**src/rtl/rr_arbiter_n.sv**
```systemverilog
// Round-robin lock arbiter: a grant is held until the owner drops its request.
// Define RR_ARB_TIMEOUT_EN to bound each tenure to MAX_HOLD cycles when others are waiting.
module rr_arbiter_n #(
    parameter int NUM_REQ  = 4,
    parameter int MAX_HOLD = 8,
    localparam int IDX_W   = (NUM_REQ > 1) ? $clog2(NUM_REQ) : 1
) (
    input  logic               clk,
    input  logic               reset,
    input  logic [NUM_REQ-1:0] req,
    output logic [NUM_REQ-1:0] grant,
    output logic               grant_valid,
    output logic [IDX_W-1:0]   grant_idx,
    output logic               fsm_state
);

    typedef enum logic {
        IDLE  = 1'b0,
        OWNED = 1'b1
    } state_t;

    // Handshake: req[i] high asks for / keeps the resource; grant is the registered
    // answer one cycle later and stays put until the owner lowers req (or is timed out).

    state_t             state, state_nxt;
    logic [NUM_REQ-1:0] grant_nxt;
    logic [IDX_W-1:0]   grant_idx_nxt;
    logic [IDX_W-1:0]   last_idx, last_idx_nxt;
    logic [NUM_REQ-1:0] cand;
    logic               found;
    logic [IDX_W-1:0]   pick_idx;
    logic               issue;
    logic               timeout;
    int                 scan;
    logic [IDX_W-1:0]   scan_idx;

    assign fsm_state = (state == OWNED);

    // The current owner never competes, so it naturally ends up at lowest priority.
    always_comb begin
        cand = req;
        if (state == OWNED) begin
            cand = req & ~grant;
        end
    end

    // Scan farthest-first so the nearest candidate after last_idx overwrites the rest.
    always_comb begin
        found    = 1'b0;
        pick_idx = '0;
        scan     = 0;
        scan_idx = '0;
        for (int i = NUM_REQ; i >= 1; i--) begin
            scan     = (int'(last_idx) + i) % NUM_REQ;
            scan_idx = IDX_W'(scan);
            if (cand[scan_idx]) begin
                found    = 1'b1;
                pick_idx = scan_idx;
            end
        end
    end

`ifdef RR_ARB_TIMEOUT_EN
    localparam logic [7:0] HOLD_LAST = 8'(MAX_HOLD - 1);
    logic [7:0] hold_cnt;

    assign timeout = (state == OWNED) && (hold_cnt == HOLD_LAST) && (|cand);

    always_ff @(posedge clk) begin
        if (reset) begin
            hold_cnt <= '0;
        end else if (issue) begin
            hold_cnt <= '0;
        end else if (state == OWNED && hold_cnt != HOLD_LAST) begin
            hold_cnt <= hold_cnt + 8'd1;
        end
    end
`else
    assign timeout = 1'b0;
`endif

    always_comb begin
        state_nxt     = state;
        grant_nxt     = grant;
        grant_idx_nxt = grant_idx;
        last_idx_nxt  = last_idx;
        issue         = 1'b0;
        case (state)
            IDLE: begin
                if (found) begin
                    issue = 1'b1;
                end
            end
            OWNED: begin
                if (!req[grant_idx] || timeout) begin
                    if (found) begin
                        issue = 1'b1;
                    end else begin
                        state_nxt     = IDLE;
                        grant_nxt     = '0;
                        grant_idx_nxt = '0;
                    end
                end
            end
            default: begin
                state_nxt = IDLE;
            end
        endcase
        if (issue) begin
            state_nxt     = OWNED;
            grant_nxt     = NUM_REQ'(1) << pick_idx;
            grant_idx_nxt = pick_idx;
            last_idx_nxt  = pick_idx;
        end
    end

    always_ff @(posedge clk) begin
        if (reset) begin
            state       <= IDLE;
            grant       <= '0;
            grant_valid <= 1'b0;
            grant_idx   <= '0;
            last_idx    <= IDX_W'(NUM_REQ - 1);
        end else begin
            state       <= state_nxt;
            grant       <= grant_nxt;
            grant_valid <= |grant_nxt;
            grant_idx   <= grant_idx_nxt;
            last_idx    <= last_idx_nxt;
        end
    end

endmodule
```
**config.mk**
```make
export PLATFORM = sky130hd
export DESIGN_NAME = rr_arbiter_n
export DESIGN_NICKNAME = d
export VERILOG_FILES = /design/src/rtl/rr_arbiter_n.sv
export SDC_FILE = /design/constraint.sdc
export NUM_CORES = 1
export LEC_CHECK = 0
export BUFFER_PORTS_ARGS = -buffer_cell sky130_fd_sc_hd__buf_2
export CORE_AREA = 3 3 40 42
export CTS_BUF_LIST = sky130_fd_sc_hd__clkbuf_4 sky130_fd_sc_hd__clkbuf_8 sky130_fd_sc_hd__clkbuf_16
export CTS_CLUSTER_DIAMETER = 100
export DETAILED_ROUTE_END_ITERATION = 12
export DIE_AREA = 0 0 43 45
export GPL_TIMING_DRIVEN = 0
export PLACE_DENSITY = 0.72
export SLEW_MARGIN = 15
export SYNTH_ARGS = -nofsm -noshare
export SYNTH_HDL_FRONTEND = slang
export SYNTH_SLANG_ARGS = --single-unit
export TNS_END_PERCENT = 5
```
**constraint.sdc**
```tcl
create_clock -name clk -period 2.1 [get_ports clk]
set_input_delay 0.315 -clock clk [delete_from_list [all_inputs] [get_ports clk]]
set_output_delay 0.315 -clock clk [all_outputs]
set_load 0.03 [all_outputs]
```
==> results by stage <==
Outcome:
- The flow ran to the end, and the final reports show no timing, DRC or antenna violations.

Floorplan:
- Once the floorplan was initialized, standard cells occupied 45.1% of the core.
- The initialized floorplan defines 13 standard-cell rows.
- The die is 45 um tall.
- The total area inside the core boundary comes to 1280 um2.
- The area of the die is 1940 um2.
- The die outline width is 43 um.
- Pin placement for this block handled 14 I/O pins.

Timing:
- Timing would allow up to 596 MHz.
- The final hold violation count is 0.
- The worst path setup slack after routing is 0.421 ns.
- On the final layout, the worst clock skew is 0.00277 ns.
- Setup repair after global routing left no endpoint under its margin.
- The final period demand of the worst path is 1.68 ns.
- At the pin with the least slew margin, the transition time is 0.507 ns.
- The relative max-transition margin is 66.0%.
- Setup violations remaining at the end of the flow were counted as 0.
- The final critical-path share of the clock period is 79.9%.
- The number of slew-limit violations in the final report came to 0.
- The total negative slack for setup checks is 0 ns.

Power and ir drop:
- The switching power summed over all nets is 0.227 mW.
- In this run the static leakage power is 0.287 nW.
- The internal portion of the total power is 0.390 mW.
- In this run, flip-flops and latches consume 41.1% of the power.
- In this run, the clock network consumes 19.1% of the power.
- The areal power density over the cells is 907 nW/um2.
- IR analysis of the VDD net gives a maximum drop of 0.451 mV.
- The design draws 0.617 mW.
- The switching portion of total power is 36.8%.
- The share of total power dissipated in combinational logic is 39.8%.

Detailed routing:
- Once detail routing completed, the nets flagged for antenna violations numbered 0.
- In the final routed layout, each cell accounts on average for 12.9 um.
- In the routed layout, each cell is associated on average with a via count of 5.73.
- The first detailed-routing pass took 2 iterations.
- The total detailed-routing wirelength is 1.20 mm.
- The first routing iteration left 9 violations.
- The routed layout has 533 vias.
- In the routed design, unresolved DRC markers number 0.

Layout:
- 0 antenna diodes ended up in the layout.
- From synthesis to final layout, the design area changed by 17.5%.
- In the final design database the tool counted 86 nets.
- The count of filler cells inserted in the layout is 134.
- The share of final-layout standard cells stronger than drive strength 1 is 30.8%.

Global routing:
- The number of global-route vias before repair is 504.
- The number of antenna violations at the first check in global routing is 0.
- Global routing used 14.5% of the available tracks.
- Entering global routing, the biggest net connects 11 pins.
- The wire length of the first global-routing pass is 2.10 mm.
- Summed over all layers, the global routing overflow is 0.

Clocking:
- The H-tree depth is 1.
- The worst-case clock buffer depth is 2.
- The clock-pin slew on the worst setup and hold paths is 0.06 ns.
- The library cell used as clock root buffer is clkbuf_4.
- The total CTS buffers is 3.
- Clock latency on the worst-skew pair, taken at its later pin, is 0.25 ns.
- The number of buffers added for setup after CTS is 0.
- The clock net in this run drives a total of 10 sinks.
- The post-CTS resize count is 0.
- TritonCTS built the clock tree.
- After clock tree synthesis, the flow added hold-fix buffers numbering 0.

Synthesis:
- The distinct cell type count after synthesis is 33.
- The synthesized design contains 10 register bits.
- Counting flops with a built-in enable in the synthesized netlist gives 0.
- The most frequently used flop master after synthesis is dfxtp_1.
- The post-synthesis instance total is 63.
- The synthesized netlist net count is 69.
- During synthesis, Yosys emitted a total of 0 warnings.
- Summing every instance area after synthesis gives 579 um2.
- The average instance area after synthesis is 9.20 um2.
- The sequential cell area fraction in the yosys report is 34.6%.
- For this run, asynchronously set or reset flops after synthesis account for 0%.

Min path:
- The classification of the worst-slack hold path is in2reg.

Setup path:
- For flop-to-flop paths, the worst setup slack is 0.42 ns.
- The type of the worst setup path is reg2reg.
- STA classifies the critical path startpoint as a register.
- The arrival time of data at the critical path endpoint is 1.86 ns.
- Along the worst path, the maximum fanout reaches 9.
- The required time reported for the critical path endpoint is 2.28 ns.
- STA classifies the critical path endpoint as a register.

Job:
- Max-cap violations in this run came to 0.

Place:
- In this run the tool buffered the top-level ports with 12 buffer cells.
- The HPWL after detailed placement is 970 um.
- The worst slack at placement is 0.375 ns.
- The global placement routability congestion is 0.824.
==> layout by cell type, fill, tap and decap left out, types with 2 or more instances in the layout <==
master and instances:
buf_2 12, mux2i_1 2, nand2_1 5, nor2_1 7
clkbuf_4 3, a211o_1 2, a21oi_1 5, a22oi_1 2
dfxtp_1 10, or3_1 2, nand2b_1 4
==> logic make-up after synthesis <==
| logic type | count (synthesis) | synth area share [%] |
|---|---|---|
| DFF | 10 | 34.6 |
| buffers and inverters | 3 | 3.24 |
| muxes | 2 | 3.46 |
| and+or+nand+nor | 22 | 18.8 |
| AOI/OAI and AO/OA | 26 | 40.0 |
==> metrics by stage <==
stage               util (%)  cell area [um2]  hold slack, ns  instances
floorplan                  -              579           0.465         63
global placement        51.2              658           0.492         90
detailed placement      51.2              658           0.491         90
CTS                     53.0              681           0.416         93
global route            53.0              681           0.465         93
finish                  53.0              681           0.424         93
==> worst max-delay path, cell delays in order (launching register included) <==
cell      delay, ns
dfxtp_1        0.34
buf_6          0.14
a21boi_2       0.08
a221o_1        0.38
o311a_4        0.15
or3_1          0.37
a21oi_1        0.15
==> cells in the mapped netlist, types with 2 or more instances <==
| cell type | count | area, um2 |
|---|---|---|
| or3_1 | 2 | 12.5 |
| dfxtp_1 | 10 | 200 |
| nor2_1 | 7 | 26.3 |
| a21oi_1 | 5 | 25.0 |
| nand2b_1 | 4 | 25.0 |
| nand2_1 | 5 | 18.8 |
| mux2i_1 | 2 | 20.0 |
| a211o_1 | 2 | 17.5 |
| a22oi_1 | 2 | 15.0 |
==> power by group through the flow <==
stage | logic [mW] | registers (mW) | clock network, mW
global route | 0.270 | 0.260 | 0.135
floorplan | 0.150 | 0.295 | 0
CTS | 0.246 | 0.254 | 0.125
global placement | 0.244 | 0.257 | 0
detailed placement | 0.245 | 0.258 | 0
finish | 0.246 | 0.254 | 0.118
==> worst paths after layout <==
check                            start                        end  cells past startpoint
setup / recovery  fsm_state$_SDFF_PP0_        grant[1]$_SDFF_PP0_                      6
hold / removal                   reset  grant_idx[0]$_SDFFE_PP0P_                      2
setup reg to reg  fsm_state$_SDFF_PP0_        grant[1]$_SDFF_PP0_                      6
hold reg to reg    grant[1]$_SDFF_PP0_        grant[1]$_SDFF_PP0_                      2
==> layer usage <==
metal | vias to the layer above | GRT usage [%] | wire length (um)
met5 | - | 0 | 0
met4 | 0 | 1.81 | 0
met3 | 0 | 7.17 | 58
met1 | 249 | 16.8 | 539
met2 | 8 | 24.9 | 602
li1 | 276 | - | -
==> state kept, by name, indices dropped and copies added, names as in the netlist <==
signal,cells
fsm_state,1
grant,4
grant_idx,2
grant_valid,1
last_idx,2
==> area by class of cell <==
cell class | instances | area (um2) | share of cell area (%)
Multi-Input combinational cell | 50 | 360 | 52.9
Clock buffer | 3 | 22.5 | 3.31
Sequential cell | 10 | 200 | 29.4
Buffer | 2 | 15.0 | 2.21
Tap cell | 15 | 18.8 | 2.76
Timing Repair Buffer | 12 | 60.1 | 8.82
Inverter | 1 | 3.75 | 0.551
Note: power is estimated with default switching activity, not from simulation.
